<file path="config.mk">
export PLATFORM = sky130hd
export DESIGN_NAME = packet_tx
export DESIGN_NICKNAME = d
export VERILOG_FILES = /design/src/rtl/eer_pkg.sv /design/src/rtl/packet_tx_layout.sv /design/src/rtl/packet_tx.sv
export SDC_FILE = /design/constraint.sdc
export NUM_CORES = 1
export LEC_CHECK = 0
export BUFFER_PORTS_ARGS = -buffer_cell sky130_fd_sc_hd__buf_2
export CAP_MARGIN = 20
export CORE_AREA = 2 2 111 113
export DETAILED_ROUTE_END_ITERATION = 6
export DIE_AREA = 0 0 113 115
export PLACE_DENSITY_LB_ADDON = 0.25
export SLEW_MARGIN = 0
export SYNTH_ARGS = -nofsm -noshare
export SYNTH_HDL_FRONTEND = slang
export SYNTH_HIERARCHICAL = 1
export SYNTH_SLANG_ARGS = --single-unit
</file>
<file path="constraint.sdc">
create_clock -name clk -period 10.3 [get_ports clk]
set_clock_uncertainty 0.2 [all_clocks]
set_input_delay 0.515 -clock clk [delete_from_list [all_inputs] [get_ports clk]]
set_output_delay 0.515 -clock clk [all_outputs]
set_load 0.1 [all_outputs]
</file>
<file path="src/rtl/eer_pkg.sv">
// Shared packet definitions for the EER radio transmit/receive paths.
// Packet types, per-type word counts and payload field selectors.
package eer_pkg;

  localparam int WORD_WIDTH = 16;
  localparam int SEQ_WIDTH  = 8;
  localparam int LEN_WIDTH  = 5;

  typedef enum logic [2:0] {
    PKT_RSVD0 = 3'd0,
    PKT_HB    = 3'd1,
    PKT_CHE   = 3'd2,
    PKT_INV   = 3'd3,
    PKT_CHT   = 3'd4,
    PKT_DATA  = 3'd5,
    PKT_ACK   = 3'd6,
    PKT_RSVD7 = 3'd7
  } pkt_type_e;

  // Total words on the wire, header included.
  localparam logic [LEN_WIDTH-1:0] LEN_HB   = 5'd5;
  localparam logic [LEN_WIDTH-1:0] LEN_CHE  = 5'd6;
  localparam logic [LEN_WIDTH-1:0] LEN_INV  = 5'd5;
  localparam logic [LEN_WIDTH-1:0] LEN_CHT  = 5'd3;
  localparam logic [LEN_WIDTH-1:0] LEN_DATA = 5'd8;
  localparam logic [LEN_WIDTH-1:0] LEN_ACK  = 5'd3;

  typedef enum logic [2:0] {
    F_SRC    = 3'd0,
    F_DEST   = 3'd1,
    F_HOPS   = 3'd2,
    F_Q      = 3'd3,
    F_E      = 3'd4,
    F_CH     = 3'd5,
    F_CHHOPS = 3'd6
  } field_sel_e;

endpackage

</file>
<file path="src/rtl/packet_tx_layout.sv">
// Combinational packet layout: (type, word index) -> payload field, length, type validity.
// Word 0 is the header and is built by the caller; index 1 is always the source ID.
module packet_tx_layout
  import eer_pkg::*;
(
  input  logic [2:0]           pkt_type,
  input  logic [LEN_WIDTH-1:0] idx,
  output field_sel_e           fsel,
  output logic [LEN_WIDTH-1:0] len,
  output logic                 valid_type
);

  always_comb begin
    fsel       = F_SRC;
    len        = '0;
    valid_type = 1'b1;
    case (pkt_type_e'(pkt_type))
      PKT_HB: begin
        len = LEN_HB;
        case (idx)
          5'd2:    fsel = F_HOPS;
          5'd3:    fsel = F_Q;
          5'd4:    fsel = F_E;
          default: fsel = F_SRC;
        endcase
      end
      PKT_CHE: begin
        len = LEN_CHE;
        case (idx)
          5'd2:    fsel = F_HOPS;
          5'd3:    fsel = F_Q;
          5'd4:    fsel = F_E;
          5'd5:    fsel = F_CH;
          default: fsel = F_SRC;
        endcase
      end
      PKT_INV: begin
        len = LEN_INV;
        case (idx)
          5'd2:    fsel = F_DEST;
          5'd3:    fsel = F_CH;
          5'd4:    fsel = F_CHHOPS;
          default: fsel = F_SRC;
        endcase
      end
      PKT_CHT: begin
        len = LEN_CHT;
        case (idx)
          5'd2:    fsel = F_CH;
          default: fsel = F_SRC;
        endcase
      end
      PKT_DATA: begin
        len = LEN_DATA;
        case (idx)
          5'd2:    fsel = F_DEST;
          5'd3:    fsel = F_HOPS;
          5'd4:    fsel = F_Q;
          5'd5:    fsel = F_E;
          5'd6:    fsel = F_CH;
          5'd7:    fsel = F_CHHOPS;
          default: fsel = F_SRC;
        endcase
      end
      PKT_ACK: begin
        len = LEN_ACK;
        case (idx)
          5'd2:    fsel = F_DEST;
          default: fsel = F_SRC;
        endcase
      end
      default: valid_type = 1'b0;
    endcase
  end

endmodule

</file>
<file path="src/rtl/packet_tx.sv">
// Packet serializer: captures r* fields on en, emits header + typed payload as 16-bit words.
// Header one cycle after en; one word per cycle while txReady; holds word while txReady low.
module packet_tx #(
  parameter int WORD_WIDTH = 16,
  parameter int SEQ_WIDTH  = 8
) (
  input  logic                  clk,
  input  logic                  nrst,
  input  logic                  en,
  input  logic [2:0]            rPacketType,
  input  logic [WORD_WIDTH-1:0] rSourceID,
  input  logic [WORD_WIDTH-1:0] rDestinationID,
  input  logic [WORD_WIDTH-1:0] rSourceHops,
  input  logic [WORD_WIDTH-1:0] rQValue,
  input  logic [WORD_WIDTH-1:0] rEnergyLeft,
  input  logic [WORD_WIDTH-1:0] rChosenCH,
  input  logic [WORD_WIDTH-1:0] rHopsFromCH,
  output logic [WORD_WIDTH-1:0] txData,
  output logic                  txValid,
  input  logic                  txReady,
  output logic                  busy,
  output logic                  tx_done,
  output logic                  rejected
);
  import eer_pkg::*;

  typedef enum logic [1:0] {S_IDLE, S_SEND, S_DONE} state_e;

  state_e                 state, state_next;
  logic [2:0]             type_q;
  logic [LEN_WIDTH-1:0]   idx, len_q;
  logic [SEQ_WIDTH-1:0]   seq, hdr_seq;
  logic [WORD_WIDTH-1:0]  src_q, dest_q, hops_q, q_q, e_q, ch_q, chhops_q;
  logic [WORD_WIDTH-1:0]  data_q, next_field;
  logic                   rejected_q;

  logic [2:0]             lut_type;
  logic [LEN_WIDTH-1:0]   lut_idx, lut_len;
  field_sel_e             lut_fsel;
  logic                   lut_valid;
  logic                   can_start, start, reject, fire, last;

  // While sending, look up the word after the current one; otherwise classify the incoming type.
  always_comb begin
    lut_type = rPacketType;
    lut_idx  = '0;
    if (state == S_SEND) begin
      lut_type = type_q;
      lut_idx  = idx + 1'b1;
    end
  end

  packet_tx_layout u_layout (
    .pkt_type   (lut_type),
    .idx        (lut_idx),
    .fsel       (lut_fsel),
    .len        (lut_len),
    .valid_type (lut_valid)
  );

  // DONE accepts a new start so back-to-back packets only lose one cycle.
  assign can_start = (state == S_IDLE) || (state == S_DONE);
  assign start     = can_start && en && lut_valid;
  assign reject    = can_start && en && !lut_valid;
  assign fire      = (state == S_SEND) && txReady;
  assign last      = (idx == len_q - 1'b1);
  assign hdr_seq   = (state == S_DONE) ? seq + 1'b1 : seq;

  always_comb begin
    next_field = src_q;
    case (lut_fsel)
      F_SRC:    next_field = src_q;
      F_DEST:   next_field = dest_q;
      F_HOPS:   next_field = hops_q;
      F_Q:      next_field = q_q;
      F_E:      next_field = e_q;
      F_CH:     next_field = ch_q;
      F_CHHOPS: next_field = chhops_q;
      default:  next_field = src_q;
    endcase
  end

  always_ff @(posedge clk) begin
    if (!nrst) state <= S_IDLE;
    else       state <= state_next;
  end

  always_comb begin
    state_next = state;
    case (state)
      S_IDLE:  if (start) state_next = S_SEND;
      S_SEND:  if (fire && last) state_next = S_DONE;
      S_DONE:  state_next = start ? S_SEND : S_IDLE;
      default: state_next = S_IDLE;
    endcase
  end

  always_ff @(posedge clk) begin
    if (!nrst) begin
      type_q     <= '0;
      idx        <= '0;
      len_q      <= '0;
      seq        <= '0;
      src_q      <= '0;
      dest_q     <= '0;
      hops_q     <= '0;
      q_q        <= '0;
      e_q        <= '0;
      ch_q       <= '0;
      chhops_q   <= '0;
      data_q     <= '0;
      rejected_q <= 1'b0;
    end else begin
      rejected_q <= reject;
      if (state == S_DONE) seq <= seq + 1'b1;
      if (start) begin
        type_q   <= rPacketType;
        len_q    <= lut_len;
        idx      <= '0;
        src_q    <= rSourceID;
        dest_q   <= rDestinationID;
        hops_q   <= rSourceHops;
        q_q      <= rQValue;
        e_q      <= rEnergyLeft;
        ch_q     <= rChosenCH;
        chhops_q <= rHopsFromCH;
        data_q   <= WORD_WIDTH'({rPacketType, lut_len, hdr_seq});
      end else if (fire) begin
        if (last) begin
          idx    <= '0;
          data_q <= '0;
        end else begin
          idx    <= idx + 1'b1;
          data_q <= next_field;
        end
      end
    end
  end

  assign txData   = data_q;
  assign txValid  = (state == S_SEND);
  assign busy     = (state != S_IDLE);
  assign tx_done  = (state == S_DONE);
  assign rejected = rejected_q;

endmodule

</file>
==> results of run 1 <==
## cells in the final DEF (no fill, tap or decap), types with 5 or more instances in the layout
master,count
sky130_fd_sc_hd__ha_1,5
sky130_fd_sc_hd__a221oi_1,11
sky130_fd_sc_hd__a21oi_1,138
sky130_fd_sc_hd__dfxtp_1,152
sky130_fd_sc_hd__o211ai_1,5
sky130_fd_sc_hd__nor2b_1,9
sky130_fd_sc_hd__a211oi_1,10
sky130_fd_sc_hd__buf_4,7
sky130_fd_sc_hd__nand2_1,282
sky130_fd_sc_hd__mux2_2,10
sky130_fd_sc_hd__clkinv_2,5
sky130_fd_sc_hd__nand3_1,10
sky130_fd_sc_hd__nor3_1,11
sky130_fd_sc_hd__buf_2,138
sky130_fd_sc_hd__xor2_1,8
sky130_fd_sc_hd__nor2_1,26
sky130_fd_sc_hd__mux2i_1,12
sky130_fd_sc_hd__o22ai_1,12
sky130_fd_sc_hd__clkbuf_16,17
sky130_fd_sc_hd__o21ai_0,16
sky130_fd_sc_hd__xnor2_1,7
sky130_fd_sc_hd__inv_1,7
sky130_fd_sc_hd__a22oi_1,12
sky130_fd_sc_hd__bufinv_16,6
## how the worst min path moves through the flow
stage | end | slack [ns] | cells past startpoint
final | chhops_q[15] | 0.13 | 3
after CTS | ch_q[7] | 0.12 | 3
after global routing | chhops_q[10] | 0.13 | 3
after floorplan | ch_q[13] | 0.23 | 2
after detailed placement | hops_q[4] | 0.25 | 2
after global placement | ch_q[3] | 0.24 | 2
## metal layers
layer	track usage [%]	share of wire, %	up-vias
met4	13.4	3.3	0
met1	38.4	42	3066
met2	51.1	49	261
met3	5.69	6.2	44
met5	0	0	-
li1	-	-	3204
## Yosys cell counts (4+ instances only)
cell type                  number  area, µm²
sky130_fd_sc_hd__nor2b_1        9       56.3
sky130_fd_sc_hd__a221oi_1      11       96.3
sky130_fd_sc_hd__nand2_1      282       1060
sky130_fd_sc_hd__nand3_1       10       50.1
sky130_fd_sc_hd__buf_2         11       55.1
sky130_fd_sc_hd__dfxtp_1      152       3040
sky130_fd_sc_hd__a211oi_1      11       82.6
sky130_fd_sc_hd__xor2_1         8       70.1
sky130_fd_sc_hd__nor2_1        26       97.6
sky130_fd_sc_hd__o211ai_1       5       37.5
sky130_fd_sc_hd__buf_6          4       45.0
sky130_fd_sc_hd__nor3b_1        4       30.0
sky130_fd_sc_hd__or2_2          4       25.0
sky130_fd_sc_hd__clkbuf_1      48        180
sky130_fd_sc_hd__nand3b_1       4       30.0
sky130_fd_sc_hd__mux2i_1       12        120
sky130_fd_sc_hd__xnor2_1        7       61.3
sky130_fd_sc_hd__nor3_1        11       55.1
sky130_fd_sc_hd__a21oi_1      138        691
sky130_fd_sc_hd__ha_1           5       62.6
sky130_fd_sc_hd__o22ai_1       12       75.1
sky130_fd_sc_hd__nand4_1        4       25.0
sky130_fd_sc_hd__inv_1          7       26.3
sky130_fd_sc_hd__a22oi_1       12       90.1
sky130_fd_sc_hd__o21ai_0       16       80.1
sky130_fd_sc_hd__mux2_2        10        113
## cell families after synthesis
kind of cell / synth area share [%]
buffers and inverters: 5.18
adders and majority gates: 1.06
xor gates and xnor gates: 1.92
other: 0.0547
and+or+nand+nor: 23.3
muxes: 4.05
AOI/OAI and AO/OA: 20.0
DFF: 44.4
## through the flow
| stage | cell area (µm²) | hold WS (ns) |
|---|---|---|
| 2_1_floorplan | 6860 | 0.233 |
| 3_3_place_gp | 7500 | 0.241 |
| 3_5_place_dp | 7500 | 0.246 |
| 4_1_cts | 8170 | 0.121 |
| 5_1_grt | 8170 | 0.127 |
| 6_report | 8170 | 0.128 |
## report_power, final
part / internal (mW) / switching (mW)
Clock: 0.458 / 0.243
Combinational: 0.0786 / 0.181
Sequential: 0.632 / 0.0314
## critical path, cell delays in order, from the launching register on
cell	delay (ns)
sky130_fd_sc_hd__dfxtp_1	0.44
sky130_fd_sc_hd__nand2b_1	0.26
sky130_fd_sc_hd__nor2_1	0.40
sky130_fd_sc_hd__nor3b_1	0.37
sky130_fd_sc_hd__a211oi_1	0.19
sky130_fd_sc_hd__o32ai_4	0.39
sky130_fd_sc_hd__buf_4	0.41
sky130_fd_sc_hd__nor2b_1	0.77
sky130_fd_sc_hd__a22oi_1	0.21
sky130_fd_sc_hd__a21oi_1	0.22
sky130_fd_sc_hd__a211oi_1	0.08
sky130_fd_sc_hd__a211oi_1	0.26
## flip-flops by register name, indices dropped and copies added, names as in the netlist
register and cells:
dest_q 16, src_q 16, rejected 1, txData 16, len_q 5, q_q 16
idx 5, e_q 16, seq 8, type_q 3, ch_q 16, hops_q 16
state 2, chhops_q 16
## final cells by class
class,count,share of cell area [%]
multi-input combinational,649,42.8
sequential,152,37.3
timing repair buffer,145,9.10
clock buffer,18,5.38
clock inverter,13,2.76
tap,147,2.25
inverter,10,0.506
==> impl_metrics.sql, run 1 <==
INSERT INTO impl_metrics (metric_group, metric, value, unit) VALUES
('sta', 'timing_worst_slew_pin_value', '0.994', 'ns'),
('power_and_ir_drop', 'power.static_leakage', '3.19', 'nW'),
('critical_path', 'reg2regPathDepth', '11', ''),
('critical_path', 'critical_path.max_fanout', '30', ''),
('yosys', 'syn_inst', '880', ''),
('route', 'wl_per_cell', '17.5', 'µm'),
('grt', 'vias_in_the_first_global_route', '6102', ''),
('clock_tree', 'cts_buffers', '17', ''),
('critical_path', 'reg2reg_from', 'state[0]', ''),
('clock_tree', 'cts_setup_buffers', '0', ''),
('grt', 'antenna_found_initial', '0', ''),
('yosys', 'postSynthNetCount', '1004', ''),
('route', 'detailedRoute.firstIterationViolations', '672', ''),
('placed_design', 'numPortBuffers', '138', ''),
('clock_tree', 'clk_pin_slew', '0.06', 'ns'),
('sta', 'rsz0062_at_grt', 'false', ''),
('placed_design', 'place.detailed.instances', '1103', ''),
('cells_and_area', 'post_layout_nonfiller_instances', '1134', ''),
('sta', 'count_of_endpoints_failing_setup_in_the_final_report', '0', ''),
('yosys', 'async_flop_share', '0', '%'),
('critical_path', 'element_type_at_the_critical_path_end', 'flip-flop', ''),
('yosys', 'synth-edff-count', '0', ''),
('route', 'route.vias.total', '6575', ''),
('die', 'area_of_the_core', '11800', 'µm²'),
('status', 'failing_checks', 'design-rule violations', ''),
('power_and_ir_drop', 'ir_worst_vdd', '0.000107', 'V'),
('yosys', 'ys_dominant_reg_cell', 'sky130_fd_sc_hd__dfxtp_1', ''),
('grt', 'overflow', '0', ''),
('clock_tree', 'clock_tree.root_cell', 'sky130_fd_sc_hd__clkbuf_16', ''),
('die', 'placement_rows', '40', ''),
('yosys', 'ff_latch_count_synth', '152', ''),
('grt', 'gr-usage-all-layers', '30.4', '%'),
('clock_tree', 'tritoncts', 'done', ''),
('cells_and_area', 'combined_area_of_the_multi_input_logic_cells', '3490', 'µm²'),
('yosys', 'postSynthAreaPerCell', '7.79', 'µm²'),
('power_and_ir_drop', 'p_per_area', '199', 'nW/µm²'),
('sta', 'setup_tns', '0', 'ns'),
('grt', 'wire_length_of_the_first_global_routing_pass', '30.7', 'mm'),
('die', 'die_w', '113', 'µm'),
('route', 'drc_errors', '7', ''),
('die', 'dieArea', '13000', 'µm²'),
('placed_design', 'dp_hpwl', '13.7', 'mm'),
('cells_and_area', 'final_layout_size_suffix_gt1_share', '20.7', '%'),
('sta', 'worst_slack', '5.99', 'ns'),
('die', 'boundaryPins', '139', ''),
('die', 'die-height', '115', 'µm'),
('cells_and_area', 'finalCoreUtilization', '69.2', '%'),
('sta', 'final.min_clock_period', '4.31', 'ns'),
('worst_hold_path', 'worst_hold_path_type', 'in2reg', ''),
('cells_and_area', 'flow.area_growth_from_synthesis', '19.1', '%'),
('status', 'status', 'complete, but fails checks', ''),
('die', 'initial_utilization', '58.0', '%'),
('job', 'max_cap_violations', '0', ''),
('placed_design', 'dp_worst_slack', '6.15', 'ns'),
('critical_path', 'worst_setup_path_endpoint', 'txData[9]', ''),
('worst_hold_path', 'launch_instance_of_the_worst_min_delay_path', 'rHopsFromCH[15]', ''),
('sta', 'finalCritPeriodShare', '41.8', '%'),
('clock_tree', 'post_cts_resized', '0', ''),
('sta', 'fmax', '232', 'MHz'),
('power_and_ir_drop', 'report.power.total', '1.62', 'mW'),
('critical_path', 'arrival', '4.44', 'ns'),
('critical_path', 'worst_r2r_endpoint', 'txData[9]', ''),
('sta', 'report.final.slew_viol_count', '0', ''),
('grt', 'grt_start_max_net_pins', '100', ''),
('critical_path', 'worst_setup_path_start', 'state[0]', ''),
('route', 'detail_route.vias_per_cell', '5.80', ''),
('route', 'detail-route-antenna-nets', '0', ''),
('route', 'drt_pre_antenna_iters', '7', ''),
('cells_and_area', 'final_net_count', '1099', ''),
('sta', 'timing.final.hold_violations', '0', ''),
('clock_tree', 'postCtsHoldBufs', '0', '');
Power figures use the tool's default switching activity.
==> inputs of run 2 (changes only) <==
--- a/config.mk
+++ b/config.mk
@@ -7,9 +7,9 @@
 export LEC_CHECK = 0
 export BUFFER_PORTS_ARGS = -buffer_cell sky130_fd_sc_hd__buf_2
 export CAP_MARGIN = 20
-export CORE_AREA = 2 2 111 113
+export CORE_AREA = 2 2 115 117
 export DETAILED_ROUTE_END_ITERATION = 6
-export DIE_AREA = 0 0 113 115
+export DIE_AREA = 0 0 117 119
 export PLACE_DENSITY_LB_ADDON = 0.25
 export SLEW_MARGIN = 0
 export SYNTH_ARGS = -nofsm -noshare
==> constraint.sdc (replaced) <==
create_clock -name clk -period 4.4 [get_ports clk]
set_clock_uncertainty 0.2 [all_clocks]
set_input_delay 0.22 -clock clk [delete_from_list [all_inputs] [get_ports clk]]
set_output_delay 0.22 -clock clk [all_outputs]
set_load 0.1 [all_outputs]
==> impl_metrics.sql, run 2 (synthesis gave the netlist of run 1 again) <==
INSERT INTO impl_metrics (metric_group, metric, value, unit) VALUES
('critical_path', 'worst_r2r_endpoint', 'txData[10]', ''),
('clock_tree', 'cts_buffers', '17', ''),
('clock_tree', 'h-tree-depth', '4', ''),
('sta', 'max_slew_margin', '34.8', '%'),
('die', 'dieArea', '13900', 'µm²'),
('critical_path', 'reg2regPathDepth', '11', ''),
('clock_tree', 'clock_tree.root_cell', 'sky130_fd_sc_hd__clkbuf_16', ''),
('sta', 'setup_tns', '0', 'ns'),
('critical_path', 'critPathLaunchType', 'flip-flop', ''),
('clock_tree', 'clock_path_buffers', '2', ''),
('critical_path', 'critical_path.max_fanout', '24', ''),
('sta', 'report.final.slew_viol_count', '0', ''),
('job', 'max_cap_violations', '0', ''),
('sta', 'finalCritPeriodShare', '95.3', '%'),
('grt', 'grt_start_max_net_pins', '122', ''),
('placed_design', 'dp_hpwl', '13.8', 'mm'),
('die', 'die-height', '119', 'µm'),
('placed_design', 'numPortBuffers', '138', ''),
('die', 'placement_rows', '42', ''),
('die', 'area_of_the_core', '12900', 'µm²'),
('sta', 'hold_slack', '0.0125', 'ns'),
('critical_path', 'arrival', '4.28', 'ns'),
('cells_and_area', 'final_net_count', '1229', ''),
('sta', 'timing.final.hold_violations', '0', ''),
('die', 'boundaryPins', '139', ''),
('route', 'wl_per_cell', '17.2', 'µm'),
('cells_and_area', 'combined_area_of_the_multi_input_logic_cells', '3490', 'µm²'),
('critical_path', 'element_type_at_the_critical_path_end', 'flip-flop', ''),
('critical_path', 'worst_setup_path_endpoint', 'txData[10]', ''),
('route', 'detail_route.vias_per_cell', '5.60', ''),
('power_and_ir_drop', 'power.static_leakage', '3.69', 'nW'),
('clock_tree', 'clk_pin_slew', '0.06', 'ns'),
('route', 'detail-route-antenna-nets', '0', ''),
('route', 'route.vias.total', '7248', ''),
('critical_path', 'critPathKind', 'reg2reg', ''),
('sta', 'final.min_clock_period', '4.19', 'ns'),
('die', 'initial_utilization', '53.2', '%'),
('clock_tree', 'clock_latency_reported_for_the_late_side_of_the_worst_skew_pair', '0.43', 'ns'),
('grt', 'vias_in_the_first_global_route', '6845', ''),
('status', 'status', 'finished, final reports clean', ''),
('sta', 'fmax', '239', 'MHz'),
('die', 'die_w', '117', 'µm'),
('sta', 'timing_worst_slew_pin_value', '0.979', 'ns'),
('power_and_ir_drop', 'p_per_area', '390', 'nW/µm²'),
('critical_path', 'reg2reg_from', 'state[0]', ''),
('cells_and_area', 'flow.area_growth_from_synthesis', '36.9', '%'),
('route', 'drt_pre_antenna_iters', '6', ''),
('cells_and_area', 'finalCoreUtilization', '72.9', '%'),
('worst_hold_path', 'worst_hold_path_type', 'in2reg', ''),
('cells_and_area', 'final_cell_mix', 'sky130_fd_sc_hd__nand2_1 (282), sky130_fd_sc_hd__dfxtp_1 (152), sky130_fd_sc_hd__a21oi_1 (138), sky130_fd_sc_hd__buf_2 (138), sky130_fd_sc_hd__dlygate4sd3_1 (117)', ''),
('critical_path', 'rrSetupSlack', '0.21', 'ns'),
('grt', 'gr-usage-all-layers', '32.6', '%'),
('placed_design', 'final_weighted_congestion_in_routability_driven_placement', '0.936', ''),
('critical_path', 'cp_cell_sequence', 'nand2b_1 -> nor2_1 -> maj3_1 -> a21oi_1 -> o211ai_1 -> buf_4 -> nor2b_1 -> a221oi_1 -> a21oi_1 -> a2111oi_0 -> nor3_1', ''),
('sta', 'count_of_endpoints_failing_setup_in_the_final_report', '0', ''),
('cells_and_area', 'seq_area', '3040', 'µm²'),
('sta', 'rsz0062_at_grt', 'false', ''),
('power_and_ir_drop', 'ir_worst_vdd', '0.000263', 'V'),
('critical_path', 'timing.critical_path.mode_cell', 'sky130_fd_sc_hd__a21oi_1', ''),
('clock_tree', 'tritoncts_num_sinks', '152', ''),
('grt', 'antenna_found_initial', '0', ''),
('route', 'detailedRoute.firstIterationViolations', '717', ''),
('critical_path', 'worst_setup_path_start', 'state[0]', ''),
('critical_path', 'cp.required', '4.49', 'ns'),
('cells_and_area', 'antenna_cells', '0', ''),
('cells_and_area', 'fillers', '920', ''),
('critical_path', 'critPathSlowestCell', 'sky130_fd_sc_hd__a2111oi_0', ''),
('power_and_ir_drop', 'report.power.total', '3.66', 'mW'),
('cells_and_area', 'final_layout_size_suffix_gt1_share', '19.5', '%'),
('route', 'drc_errors', '0', ''),
('critical_path', 'worst_path_largest_cell_delay', '0.58', 'ns'),
('grt', 'overflow', '0', ''),
('grt', 'wire_length_of_the_first_global_routing_pass', '35.0', 'mm'),
('clock_tree', 'tritoncts', 'done', ''),
('cells_and_area', 'final_common_cell', 'sky130_fd_sc_hd__nand2_1', ''),
('route', 'route.final.wire_length', '22.2', 'mm');
## run 2: worst min-delay path by stage
stage / startpoint / slack [ns] / to / cells after the start
after global placement: chhops_q[12] / 0.24 / chhops_q[12] / 2
final: txReady / 0.01 / state[0] / 4
after CTS: txReady / 0.0009 / state[0] / 4
after global routing: txReady / 0.03 / state[0] / 4
after detailed placement: ch_q[3] / 0.25 / ch_q[3] / 2
after floorplan: rChosenCH[13] / 0.16 / ch_q[13] / 2
## run 2: where the power goes
group	internal, mW	switching (mW)
combinational	0.260	0.444
clock	0.798	0.602
sequential	1.48	0.0789
total	2.54	1.12
## run 2: cell type report
type	instances	share of cell area, %
sequential	152	32.4
multi-input combinational	649	37.2
timing repair buffer	275	21.6
tap	176	2.35
clock inverter	13	1.28
clock buffer	19	4.72
inverter	10	0.440
## run 2: critical path: cells and delay by family (launching register included)
| kind | cells | cell delay, ns |
|---|---|---|
| simple gates | 4 | 1.11 |
| fa+ha+maj | 1 | 0.29 |
| buf+inv | 1 | 0.39 |
| compound gates | 5 | 1.63 |
| flops | 1 | 0.44 |
## run 2: metrics by stage
step	std cells	setup WS (ns)	instance area, µm²
6_report	1294	0.208	9390
4_1_cts	1287	0.278	9330
2_1_floorplan	880	0.939	6860
3_5_place_dp	1138	0.413	7600
3_3_place_gp	1138	0.440	7600
5_1_grt	1294	0.0338	9390
## run 2: metal layers
metal  part of all wire, %  track usage (%)
met4                   3.4             13.4
met1                    40             40.8
met5                     0                0
met2                    50             55.1
met3                   6.1             5.80
## run 2: what timing repair did
action                     CTS  global route
hold endpoints to repair   121             0
setup endpoints to repair    0             4
resized for setup            0             1
buffers inserted             0             7
hold buffers               117             0
